### config.mk
export PLATFORM = sky130hd
export DESIGN_NAME = alu_bist
export DESIGN_NICKNAME = d
export VERILOG_FILES = /design/src/rtl/alu_pkg.sv /design/src/rtl/lfsr32.sv /design/src/rtl/alu_bist.sv
export SDC_FILE = /design/constraint.sdc
export NUM_CORES = 1
export LEC_CHECK = 0
export ABC_AREA = 1
export ABC_CLOCK_PERIOD_IN_PS = 11250
export CORE_ASPECT_RATIO = 1.4
export CORE_MARGIN = 4
export CORE_UTILIZATION = 55
export CTS_CLUSTER_DIAMETER = 50
export DETAILED_ROUTE_END_ITERATION = 6
export PLACE_DENSITY = 0.76
export SLEW_MARGIN = 40
export SYNTH_ARGS = -nofsm -noshare
export SYNTH_HDL_FRONTEND = slang
export SYNTH_SLANG_ARGS = --single-unit
### constraint.sdc
create_clock -name clk -period 11.25 [get_ports clk]
set_input_delay 2.25 -clock clk [delete_from_list [all_inputs] [get_ports clk]]
set_output_delay 2.25 -clock clk [all_outputs]
set_load 0.02 [all_outputs]
### src/rtl/alu_pkg.sv
// Shared types, constants and the golden ALU model, used by alu_bist and its bench.
package alu_pkg;

  localparam int          ALU_W     = 32;
  localparam logic [31:0] LFSR_TAPS = 32'h8020_0003;

  typedef enum logic [3:0] {
    OP_AND = 4'd0,
    OP_OR  = 4'd1,
    OP_ADD = 4'd2,
    OP_XOR = 4'd3,
    OP_SLL = 4'd4,
    OP_SRL = 4'd5,
    OP_SUB = 4'd6,
    OP_SRA = 4'd7
  } alu_op_e;

  // One Galois step: shift right, fold the taps back in when a 1 falls out.
  function automatic logic [ALU_W-1:0] lfsr_next(input logic [ALU_W-1:0] q);
    return q[0] ? ((q >> 1) ^ LFSR_TAPS) : (q >> 1);
  endfunction

  function automatic logic [ALU_W-1:0] alu_ref(input alu_op_e op,
                                               input logic [ALU_W-1:0] a,
                                               input logic [ALU_W-1:0] b);
    logic big;
    big = |b[ALU_W-1:5];
    case (op)
      OP_AND:  alu_ref = a & b;
      OP_OR:   alu_ref = a | b;
      OP_ADD:  alu_ref = a + b;
      OP_XOR:  alu_ref = a ^ b;
      OP_SLL:  alu_ref = big ? '0 : (a << b[4:0]);
      OP_SRL:  alu_ref = big ? '0 : (a >> b[4:0]);
      OP_SUB:  alu_ref = a - b;
      OP_SRA:  alu_ref = big ? {ALU_W{a[ALU_W-1]}} : ALU_W'($signed(a) >>> b[4:0]);
      default: alu_ref = '0;
    endcase
  endfunction

endpackage

### src/rtl/lfsr32.sv
// 32-bit Galois LFSR; each step pulse consumes two values (one per ALU operand).
module lfsr32
  import alu_pkg::*;
#(
  parameter logic [31:0] RESET_VAL = 32'h1
) (
  input  logic        clk,
  input  logic        rst_n,
  input  logic        load,
  input  logic [31:0] seed,
  input  logic        step,
  output logic [31:0] q,
  output logic [31:0] q_next
);

  logic [31:0] q_q, q_d;

  always_comb begin
    q_d = q_q;
    if (load)      q_d = seed;
    else if (step) q_d = lfsr_next(lfsr_next(q_q));
  end

  // NOTE: sequential state uses non-blocking assignments and an async active-low reset.
  always_ff @(posedge clk or negedge rst_n) begin
    if (!rst_n) q_q <= RESET_VAL;
    else        q_q <= q_d;
  end

  assign q      = q_q;
  assign q_next = lfsr_next(q_q);

endmodule

### src/rtl/alu_bist.sv
// Built-in self test for the 8-op ALU: drives LFSR operands, checks result and zero flag.
module alu_bist
  import alu_pkg::*;
#(
  parameter int unsigned ROUNDS = 25,
  parameter logic [31:0] SEED   = 32'hACE1_2345,
  parameter int unsigned SETTLE = 1
) (
  input  logic        clk,
  input  logic        rst_n,
  input  logic        start,
  output logic        busy,
  output logic        done,
  output logic [15:0] pass_count,
  output logic [15:0] fail_count,
  output logic [3:0]  alu_control,
  output logic [31:0] alu_a,
  output logic [31:0] alu_b,
  input  logic [31:0] alu_c,
  input  logic        alu_zero
);

  localparam logic [31:0] SEED_EFF    = (SEED == 32'h0) ? 32'h1 : SEED;
  localparam logic [11:0] ROUNDS_W    = 12'(ROUNDS);
  localparam logic [3:0]  SETTLE_LAST = 4'(SETTLE - 1);

  typedef enum logic [2:0] {S_IDLE, S_GEN, S_WAIT, S_CHECK, S_DONE} state_e;

  state_e      state_q, state_d;
  logic [2:0]  op_q, op_d;
  logic [11:0] round_q, round_d;
  logic [3:0]  wait_q, wait_d;
  logic [15:0] pass_q, pass_d, fail_q, fail_d;
  logic [3:0]  ctl_q, ctl_d;
  logic [31:0] a_q, a_d, b_q, b_d;
  logic        lfsr_load, lfsr_step;
  logic [31:0] lfsr_q, lfsr_nxt;
  logic        c_ok, z_ok;
  logic [1:0]  n_ok;

  lfsr32 #(.RESET_VAL(SEED_EFF)) u_lfsr (
    .clk    (clk),
    .rst_n  (rst_n),
    .load   (lfsr_load),
    .seed   (SEED_EFF),
    .step   (lfsr_step),
    .q      (lfsr_q),
    .q_next (lfsr_nxt)
  );

  function automatic logic [15:0] sat_add(input logic [15:0] x, input logic [1:0] inc);
    logic [16:0] sum;
    sum = {1'b0, x} + {15'b0, inc};
    return sum[16] ? 16'hFFFF : sum[15:0];
  endfunction

  // The zero check uses the observed result so a wrong c is not counted twice.
  assign c_ok = (alu_c == alu_ref(alu_op_e'(ctl_q), a_q, b_q));
  assign z_ok = (alu_zero == (alu_c == 32'h0));
  assign n_ok = {1'b0, c_ok} + {1'b0, z_ok};

  always_comb begin
    state_d   = state_q;
    op_d      = op_q;
    round_d   = round_q;
    wait_d    = wait_q;
    pass_d    = pass_q;
    fail_d    = fail_q;
    ctl_d     = ctl_q;
    a_d       = a_q;
    b_d       = b_q;
    lfsr_load = 1'b0;
    lfsr_step = 1'b0;
    case (state_q)
      S_IDLE: if (start) begin
        pass_d    = '0;
        fail_d    = '0;
        op_d      = '0;
        round_d   = '0;
        lfsr_load = 1'b1;
        state_d   = S_GEN;
      end
      S_GEN: begin
        a_d       = lfsr_q;
        b_d       = (op_q == 3'd7) ? {27'b0, lfsr_nxt[4:0]} : lfsr_nxt;
        ctl_d     = {1'b0, op_q};
        lfsr_step = 1'b1;
        wait_d    = '0;
        state_d   = S_WAIT;
      end
      S_WAIT: begin
        if (wait_q == SETTLE_LAST) state_d = S_CHECK;
        else                       wait_d  = wait_q + 4'd1;
      end
      S_CHECK: begin
        pass_d  = sat_add(pass_q, n_ok);
        fail_d  = sat_add(fail_q, 2'd2 - n_ok);
        op_d    = op_q + 3'd1;
        state_d = S_GEN;
        if (op_q == 3'd7) begin
          round_d = round_q + 12'd1;
          if (round_q + 12'd1 == ROUNDS_W) state_d = S_DONE;
        end
      end
      S_DONE:  state_d = S_IDLE;
      default: state_d = S_IDLE;
    endcase
  end

  always_ff @(posedge clk or negedge rst_n) begin
    if (!rst_n) begin
      state_q <= S_IDLE;
      op_q    <= '0;
      round_q <= '0;
      wait_q  <= '0;
      pass_q  <= '0;
      fail_q  <= '0;
      ctl_q   <= '0;
      a_q     <= '0;
      b_q     <= '0;
    end else begin
      state_q <= state_d;
      op_q    <= op_d;
      round_q <= round_d;
      wait_q  <= wait_d;
      pass_q  <= pass_d;
      fail_q  <= fail_d;
      ctl_q   <= ctl_d;
      a_q     <= a_d;
      b_q     <= b_d;
    end
  end

  assign busy        = (state_q == S_GEN) || (state_q == S_WAIT) || (state_q == S_CHECK);
  assign done        = (state_q == S_DONE);
  assign pass_count  = pass_q;
  assign fail_count  = fail_q;
  assign alu_control = ctl_q;
  assign alu_a       = a_q;
  assign alu_b       = b_q;

endmodule

==> flow_summary.yaml, run 1 <==
clock_tree:
  cts_resizes: 0
  cts.repair_timing.setup_buffer_count: 0
  clkTransAtPathRegs_ns: 0.06
  tritoncts_clock_tree: "yes"
  htreeDepth: 4
  worstSkewPairLatency_ns: 0.48
  cts.path.max_buffers: 3
  ctsRootBufferMaster: "sky130_fd_sc_hd__clkbuf_16"
  cts_buffers: 25
  cts.hold.buffers_added: 0
  cts_sinks: 150
timing:
  period_minus_slack_ns: 8.53
  fmax_ghz: 0.117
  setup-violations-final: 0
  fin_worst_skew_ns: 0.0143
  setup-tns-final_ns: 0
  slew_headroom: 0.422
  timing.final.max_slew_violations: 0
  hold_viol_final: 0
  tightestPinTransition_ns: 0.866
  rsz0062_at_grt: "false"
  final_min_period_over_clock_period: 0.758
worst_setup_path:
  cp_data_arrival_time_ns: 8.88
  crit_slowest_cell: "sky130_fd_sc_hd__nand4_1"
  wp_buf_inv: 6
  crit_required_ns: 11.60
  critical_path.endpoint_type: "flip-flop"
  setup.worst_path.start_class: "flip-flop"
  critPathMostFrequentCell: "sky130_fd_sc_hd__nand2_1"
  path_class: "reg2reg"
  critPathMaxStageDelay_ns: 0.41
  largest_delay_contributor_family_on_the_critical_path: "simple AND/OR/NAND/NOR gates"
  r2r_cells: 47
  critPathMaxFanout: 40
  worstSetupPathDepth: 47
yosys:
  netlist_instances: 2752
  post-synth-top-area-fraction: 0.214
  synth_enable_flop_cells: 0
  synth.lib_cells_used.distinct: 43
  synth.area.top_cells: "sky130_fd_sc_hd__nand2_1, sky130_fd_sc_hd__dfrtp_1, sky130_fd_sc_hd__nand3_1"
  synth_top_area_cell: "sky130_fd_sc_hd__nand2_1"
  ys_ff_latch: 150
  ys.warnings.count: 0
  synth_async_sr_flop_share: 1.00
  synth_common_cells: "sky130_fd_sc_hd__nand2_1, sky130_fd_sc_hd__nand3_1, sky130_fd_sc_hd__inv_1, sky130_fd_sc_hd__nor2_1, sky130_fd_sc_hd__dfrtp_1"
  synthesis.nets: 2900
  synth_top_flop_cell: "sky130_fd_sc_hd__dfrtp_1"
  syn_area_um2: 16300
  syn_avg_cell_area_um2: 5.94
  yosysSeqAreaShare: 0.231
  cell_with_the_most_instances_after_synthesis: "sky130_fd_sc_hd__nand2_1"
floorplanning:
  floorplan.core_area_um2: 29300
  floorplan.initialDensity: 0.559
  number_of_placement_rows: 74
  die_area_um2: 32600
  die_w_um: 154
  design.portCount: 138
  die_y_um: 212
grt:
  largest_net_degree_at_the_start_of_global_routing: 87
  grt.busiest_layer: "met2"
  grt_use_met2: 0.690
  gr-usage-all-layers: 0.420
  first_global_vias: 19100
  groute.layer.met3.usage: 0.0668
  initial_antenna_violation_count: 3
  overflow_after_grt: 0
  grtUsageMet1: 0.509
  grt_pass1_wl_um: 107000
routing:
  drc_errors: 0
  via_per_inst: 6.18
  first_iter_violations: 2431
  final_antenna_net_count: 0
  dr_total_vias: 19900
  wire_per_inst_um: 21.8
  drt-total-wl_um: 70300
  drt-pass1-iter-count: 6
min_path:
  worstHoldPathCells: 2
  holdCritPathClass: "reg2reg"
layout:
  layout-drive-gt1-share: 0.0380
  fin_nets: 2985
  layout_area_overhead_pct: 14.0
  layout.cells.non_filler: 3224
placement:
  dp_hpwl_um: 53000
  place_inst: 3189
  routability_congestion_estimate_from_global_placement: 1.06
  placement.io_buffers: 136
flow_run:
  drv_cap: 0
power:
  power_per_cell_area_nw_per_um2: 322
  max-vdd-ir-drop_mv: 0.200
  power.leakage_nw: 9.84
run_status:
  outcome: "completed"
layer usage:
| layer | part of all wire | wire [um] | up-vias |
|---|---|---|---|
| met1 | 0.36 | 25300 | 9239 |
| li1 | - | - | 9116 |
| met2 | 0.46 | 32300 | 1274 |
| met4 | 0.081 | 5680 | 4 |
| met3 | 0.10 | 7020 | 278 |
| met5 | 0.00038 | 27 | - |
cell families (layout without fill, tap and decap cells):
kind of cell | count (synthesis) | after routing | share of synthesized area
flops | 150 | 150 | 0.231
xor+xnor | 58 | 58 | 0.0311
simple gates | 1675 | 1675 | 0.436
compound gates | 308 | 308 | 0.108
buf+inv | 448 | 539 | 0.107
other cells | 1 | 2 | 0.000229
fa+ha+maj | 112 | 112 | 0.0871
power breakdown:
group,switching [mW],internal [mW],leakage (nW)
clock,0.237,0.426,0.345
sequential,0.345,0.744,1.93
combinational,2.92,1.32,7.57
total,3.51,2.49,9.84
per-stage QoR:
| stage | area, um^2 | utilization | setup WS, ns | total power [mW] | hold WS (ns) |
|---|---|---|---|---|---|
| 2_1_floorplan | 16300 | - | 4.61 | 3.73 | 0.472 |
| 3_3_place_gp | 17900 | 0.612 | 3.36 | 5.07 | 0.485 |
| 3_5_place_dp | 17900 | 0.612 | 3.14 | 5.14 | 0.486 |
| 4_1_cts | 18600 | 0.636 | 3.07 | 5.84 | 0.504 |
| 5_1_grt | 18600 | 0.637 | 2.15 | 6.44 | 0.520 |
| 6_report | 18600 | 0.637 | 2.72 | 6.00 | 0.502 |
state kept, by name, summed over array words and instances, names as in the netlist:
signal and count:
alu_a 32, u_lfsr.q 32, alu_b 29, fail_count 16
pass_count 16, round_q 12, wait_q 4, alu_control 3
op_q 3, state_q 3
cell type report:
class | instances | area (um^2)
diodes | 1 | 2.50
clock buffers | 29 | 651
clock inverters | 4 | 45.0
fillers | 2743 | 10600
inverters | 347 | 1300
multi-input cells | 2154 | 10800
flip-flops and latches | 150 | 3770
well taps | 380 | 475
repair buffers | 159 | 1560
placed cells by master, fill, tap and decap left out, drive strengths merged:
master	instances
nand2	934
nand3b	8
or2	3
a22o	2
nor3	21
diode	1
xor2	53
nor2	238
o21ai	129
ha	109
o22ai	38
nand4	60
clkdlybuf4s50	135
a21oi	86
o21bai	1
and2	4
o221ai	6
bufinv	1
clkinv	4
a31oi	5
xnor2	5
conb	1
nand3	402
inv	346
fa	3
clkbuf	29
nor4	5
dfstp	14
buf	24
o311ai	5
o31ai	1
dfrtp	136
o211ai	22
a221oi	13
worst paths after layout:
check	end	slack, ns	startpoint
min in group asynchronous	pass_count[9]$_DFFE_PN0P_	1.61	rst_n
worst max-delay path	fail_count[10]$_DFFE_PN0P_	2.72	alu_b[0]$_DFFE_PN0P_
worst min register to register	u_lfsr.q[24]$_DFFE_PN0P_	0.50	u_lfsr.q[24]$_DFFE_PN0P_
worst max register to register	fail_count[10]$_DFFE_PN0P_	2.72	alu_b[0]$_DFFE_PN0P_
max in group asynchronous	alu_a[3]$_DFFE_PN0P_	8.39	rst_n
worst min-delay path	u_lfsr.q[24]$_DFFE_PN0P_	0.50	u_lfsr.q[24]$_DFFE_PN0P_
worst register-to-register path: cells and delay by family, from the launching register on:
kind                     cells  cell delay (ns)
AND/OR/NAND/NOR             34             5.01
adder cells (fa/ha/maj)      5             1.58
buffers and inverters        6             1.01
flip-flops                   1             0.35
AO/OA/AOI/OAI                1             0.28
XOR/XNOR                     1             0.16
Note: power is estimated with default switching activity, not from simulation.
==> run 2, diff against run 1 <==
--- a/config.mk
+++ b/config.mk
@@ -6,13 +6,13 @@
 export NUM_CORES = 1
 export LEC_CHECK = 0
 export ABC_AREA = 1
-export ABC_CLOCK_PERIOD_IN_PS = 11250
+export ABC_CLOCK_PERIOD_IN_PS = 6900
 export CORE_ASPECT_RATIO = 1.4
 export CORE_MARGIN = 4
 export CORE_UTILIZATION = 55
 export CTS_CLUSTER_DIAMETER = 50
 export DETAILED_ROUTE_END_ITERATION = 6
-export PLACE_DENSITY = 0.76
+export PLACE_DENSITY = 0.79
 export SLEW_MARGIN = 40
 export SYNTH_ARGS = -nofsm -noshare
 export SYNTH_HDL_FRONTEND = slang
==> constraint.sdc (replaced) <==
create_clock -name clk -period 6.9 [get_ports clk]
set_input_delay 1.38 -clock clk [delete_from_list [all_inputs] [get_ports clk]]
set_output_delay 1.38 -clock clk [all_outputs]
set_load 0.02 [all_outputs]
==> flow_summary.yaml, run 2 (same netlist as run 1, synthesis figures left out) <==
run_status:
  outcome: "complete, but fails checks"
  violations: "design-rule violations"
routing:
  drt-total-wl_um: 70800
  first_iter_violations: 2676
  via_per_inst: 6.13
  final_antenna_net_count: 0
  dr_total_vias: 20000
  wire_per_inst_um: 21.7
  drt-pass1-iter-count: 7
  drc_errors: 3
timing:
  setup_ws_ns: 0.222
  hold_viol_final: 0
  setup-violations-final: 0
  tightestPinTransition_ns: 0.857
  fin_worst_skew_ns: 0.0132
  period_minus_slack_ns: 6.68
  setup-tns-final_ns: 0
  slew_headroom: 0.428
  fmax_ghz: 0.150
  timing.final.max_slew_violations: 0
  rsz0062_at_grt: "true"
  final_min_period_over_clock_period: 0.968
  worst_hold_slack_ns: 0.496
clock_tree:
  htreeDepth: 4
  tritoncts_clock_tree: "yes"
  cts_buffers: 25
  ctsRootBufferMaster: "sky130_fd_sc_hd__clkbuf_16"
  worstSkewPairLatency_ns: 0.48
  cts_sinks: 150
  cts.path.max_buffers: 3
  clkTransAtPathRegs_ns: 0.06
grt:
  gr-usage-all-layers: 0.418
  overflow_after_grt: 0
  initial_antenna_violation_count: 0
  first_global_vias: 19200
  largest_net_degree_at_the_start_of_global_routing: 94
  grt_pass1_wl_um: 107000
flow_run:
  drv_cap: 0
min_path:
  holdCritPathClass: "reg2reg"
  min_from: "u_lfsr.q[27]$_DFFE_PN1P_"
worst_setup_path:
  crit_required_ns: 7.23
  cp_data_arrival_time_ns: 7.01
  path_class: "reg2reg"
  setup.worst_path.start_class: "flip-flop"
  critPathMaxStageDelay_ns: 0.41
  critPathMaxFanout: 13
  largest_delay_contributor_family_on_the_critical_path: "simple AND/OR/NAND/NOR gates"
  crit_slowest_cell: "sky130_fd_sc_hd__fa_2"
  crit_path_start: "alu_a[5]$_DFFE_PN0P_"
  wp_buf_inv: 10
  critPathMostFrequentCell: "sky130_fd_sc_hd__nand2_1"
  worstReg2RegStart: "alu_a[5]$_DFFE_PN0P_"
  critical_path.endpoint_type: "flip-flop"
floorplanning:
  floorplan.initialDensity: 0.559
  die_w_um: 154
  die_area_um2: 32600
  floorplan.core_area_um2: 29300
  design.portCount: 138
  die_y_um: 212
  number_of_placement_rows: 74
layout:
  layout.cells.most_common: "sky130_fd_sc_hd__nand2_1"
  n_antenna_cell: 0
  fillCellCount: 2658
  layout.cells.non_filler: 3266
  finalInstanceArea_um2: 19300
  layout-drive-gt1-share: 0.0752
  final_core_util: 0.658
  fin_nets: 3028
  final_cell_mix: "sky130_fd_sc_hd__nand2_1, sky130_fd_sc_hd__nand3_1, sky130_fd_sc_hd__inv_1"
  layout_area_overhead_pct: 17.8
placement:
  place_inst: 3226
  preCtsSetupSlack_ns: -0.180
  placement.io_buffers: 136
  routability_congestion_estimate_from_global_placement: 1.08
  dp_hpwl_um: 54100
  dpl-instance-area_um2: 18200
power:
  power_per_cell_area_nw_per_um2: 522
  total_power_consumption_of_the_routed_design_mw: 10.0
  power.leakage_nw: 10.1
  max-vdd-ir-drop_mv: 0.616
==> run 2: tightest hold or removal path: stages (launching register included) <==
cell                      delay [ns]
sky130_fd_sc_hd__dfstp_2        0.37
sky130_fd_sc_hd__nand2_1        0.06
sky130_fd_sc_hd__nand3_1        0.07
==> run 2: worst paths after layout <==
kind / endpoint / slack (ns) / cells past startpoint
max: fail_count[10]$_DFFE_PN0P_ / 0.22 / 42
min: u_lfsr.q[27]$_DFFE_PN1P_ / 0.50 / 2
max reg2reg: fail_count[10]$_DFFE_PN0P_ / 0.22 / 42
min reg2reg: u_lfsr.q[27]$_DFFE_PN1P_ / 0.50 / 2
max in group asynchronous: alu_a[3]$_DFFE_PN0P_ / 4.65 / 2
min in group asynchronous: pass_count[9]$_DFFE_PN0P_ / 0.96 / 1
==> run 2: power by group <==
part	total, mW	switching [mW]	internal [mW]
Clock	1.06	0.383	0.678
Combinational	7.24	4.95	2.29
Sequential	1.75	0.532	1.21
==> run 2: layer usage <==
metal	up-vias	track usage	part of all wire
met4	0	0.305	0.091
li1	9208	-	-
met3	330	0.0694	0.091
met5	-	0	0
met2	1269	0.686	0.46
met1	9204	0.494	0.36
==> run 2: final cells by class <==
class	count	area, um^2	area share
inverters	347	1300	0.0676
multi-input cells	2154	11100	0.579
flip-flops and latches	150	3770	0.196
repair buffers	202	1870	0.0972
clock buffers	30	674	0.0350
clock inverters	3	15.0	0.000780
well taps	380	475	0.0247
==> run 2: what timing repair did <==
item | in CTS | in global routing
endpoints found under the hold margin | 0 | 0
resized for setup | 7 | 89
pin swaps | 0 | 32
hold buffers | 0 | 0
gates cloned | 0 | 0
setup buffers | 0 | 7
setup endpoints to repair | 27 | 32
==> run 3, diff against run 2 <==
--- a/config.mk
+++ b/config.mk
@@ -7,12 +7,13 @@
 export LEC_CHECK = 0
 export ABC_AREA = 1
 export ABC_CLOCK_PERIOD_IN_PS = 6900
+export CAP_MARGIN = 25
 export CORE_ASPECT_RATIO = 1.4
 export CORE_MARGIN = 4
-export CORE_UTILIZATION = 55
+export CORE_UTILIZATION = 35
 export CTS_CLUSTER_DIAMETER = 50
 export DETAILED_ROUTE_END_ITERATION = 6
-export PLACE_DENSITY = 0.79
+export REMOVE_ABC_BUFFERS = 1
 export SLEW_MARGIN = 40
 export SYNTH_ARGS = -nofsm -noshare
 export SYNTH_HDL_FRONTEND = slang
==> flow_summary.yaml, run 3 (same netlist as run 1, synthesis figures left out) <==
floorplanning:
  die_area_um2: 50300
  number_of_placement_rows: 93
  floorplan.core_area_um2: 46100
  design.portCount: 138
  die_y_um: 264
  floorplan.initialDensity: 0.355
  die_w_um: 191
worst_setup_path:
  critPathMostFrequentCell: "sky130_fd_sc_hd__nand2_1"
  crit_slowest_cell: "sky130_fd_sc_hd__dfrtp_2"
  critical_path.endpoint_type: "flip-flop"
  critPathMaxStageDelay_ns: 0.41
  crit_required_ns: 7.19
  critPathMaxFanout: 3
  cp_data_arrival_time_ns: 6.81
  setup.worst_path.start_class: "flip-flop"
  path_class: "reg2reg"
clock_tree:
  clkTransAtPathRegs_ns: 0.07
  htreeDepth: 4
  tritoncts_clock_tree: "yes"
  cts_buffers: 17
  cts_sinks: 150
  ctsRootBufferMaster: "sky130_fd_sc_hd__clkbuf_16"
  cts.path.max_buffers: 2
  worstSkewPairLatency_ns: 0.43
  cts.hold.buffers_added: 0
timing:
  setup_ws_ns: 0.382
  hold_viol_final: 0
  fmax_ghz: 0.153
  slew_headroom: 0.502
  setup-tns-final_ns: 0
  tightestPinTransition_ns: 0.748
  period_minus_slack_ns: 6.52
  timing.final.max_slew_violations: 0
  setup-violations-final: 0
  fin_worst_skew_ns: 0.00680
  final_min_period_over_clock_period: 0.945
layout:
  layout.cells.non_filler: 3541
  layout-drive-gt1-share: 0.0865
  n_antenna_cell: 0
  final_cell_mix: "sky130_fd_sc_hd__nand2_1, sky130_fd_sc_hd__nand3_1, sky130_fd_sc_hd__inv_1"
  finalInstanceArea_um2: 19800
  layout.cells.most_common: "sky130_fd_sc_hd__nand2_1"
  layout_area_overhead_pct: 21.1
  fin_nets: 3059
placement:
  preCtsSetupSlack_ns: -0.214
  dpl-instance-area_um2: 18800
  place_inst: 3502
  placement.io_buffers: 136
  routability_congestion_estimate_from_global_placement: 1.03
  dp_hpwl_um: 58600
routing:
  dr_total_vias: 19200
  drt-total-wl_um: 73000
  drc_errors: 0
  first_iter_violations: 1530
  final_antenna_net_count: 0
  wire_per_inst_um: 20.6
  via_per_inst: 5.43
  drt-pass1-iter-count: 6
power:
  power_per_cell_area_nw_per_um2: 508
  power.leakage_nw: 10.2
  max-vdd-ir-drop_mv: 0.298
grt:
  gr-usage-all-layers: 0.283
  largest_net_degree_at_the_start_of_global_routing: 108
  overflow_after_grt: 0
  initial_antenna_violation_count: 0
  grt_pass1_wl_um: 111000
  first_global_vias: 19000
run_status:
  outcome: "completed"
min_path:
  holdCritPathClass: "reg2reg"
flow_run:
  drv_cap: 0
[run 3: cell types whose count changed in the layout (fill, tap and decap cells not counted), moves of 3 or more]
cell / previous run / this run
sky130_fd_sc_hd__inv_8: 0 / 4
sky130_fd_sc_hd__inv_2: 17 / 14
sky130_fd_sc_hd__clkinvlp_4: 0 / 3
sky130_fd_sc_hd__inv_6: 0 / 3
sky130_fd_sc_hd__clkbuf_16: 25 / 17
sky130_fd_sc_hd__nor2_1: 204 / 207
sky130_fd_sc_hd__inv_1: 329 / 332
sky130_fd_sc_hd__buf_4: 63 / 101
sky130_fd_sc_hd__clkinv_2: 3 / 0
[run 3: per-layer routing]
layer | up-vias | share of wire | global-route usage
met5 | - | 0 | 0
met4 | 0 | 0.082 | 0.192
met3 | 186 | 0.057 | 0.0350
met2 | 694 | 0.47 | 0.474
met1 | 9071 | 0.39 | 0.338
li1 | 9276 | - | -
[run 3: stage by stage]
stage	hold WS, ns	power, mW	utilization
final	0.500	10.1	0.430
after global routing	0.515	11.0	0.430
after CTS	0.503	9.85	0.422
after detailed placement	0.489	8.82	0.408
after global placement	0.486	8.76	0.407
after floorplan	0.472	5.95	-
[run 3: layout make-up]
class	count	area [um^2]
multi-input cells	2154	11100
clock inverters	13	163
clock buffers	19	453
repair buffers	241	2190
fillers	5032	26300
inverters	347	1300
flip-flops and latches	150	3770
well taps	617	772
[run 3: worst max-delay path: cells and delay by family (launching register included)]
| family | cells | cell delay (ns) |
|---|---|---|
| and+or+nand+nor | 35 | 3.68 |
| adders and majority gates | 5 | 1.33 |
| buffers and inverters | 6 | 0.47 |
| DFF | 1 | 0.41 |
| xor gates and xnor gates | 2 | 0.29 |
| AOI/OAI and AO/OA | 2 | 0.19 |
[run 3: power by group]
part           leakage, nW  total, mW  internal [mW]  switching [mW]
registers             1.93       1.74           1.21           0.531
logic                 8.02       7.34           2.46            4.88
clock network        0.294      0.979          0.566           0.414
[run 3: path summary, 6_finish.rpt]
path	from	slack (ns)	depth (start not counted)	end
setup / recovery	alu_b[1]$_DFFE_PN0P_	0.38	50	fail_count[12]$_DFFE_PN0P_
hold / removal	u_lfsr.q[27]$_DFFE_PN1P_	0.50	2	u_lfsr.q[27]$_DFFE_PN1P_
setup reg to reg	alu_b[1]$_DFFE_PN0P_	0.38	50	fail_count[12]$_DFFE_PN0P_
hold reg to reg	u_lfsr.q[27]$_DFFE_PN1P_	0.50	2	u_lfsr.q[27]$_DFFE_PN1P_
max in group asynchronous	rst_n	4.80	3	alu_a[3]$_DFFE_PN0P_
min in group asynchronous	rst_n	0.80	1	fail_count[13]$_DFFE_PN0P_
[run 3: repair_timing]
| item | in CTS | in global routing |
|---|---|---|
| setup buffers | 0 | 6 |
| pin swaps | 1 | 29 |
| cloned | 0 | 0 |
| gates resized for setup | 6 | 79 |
| hold endpoints to repair | 0 | 0 |
| setup endpoints to repair | 15 | 32 |
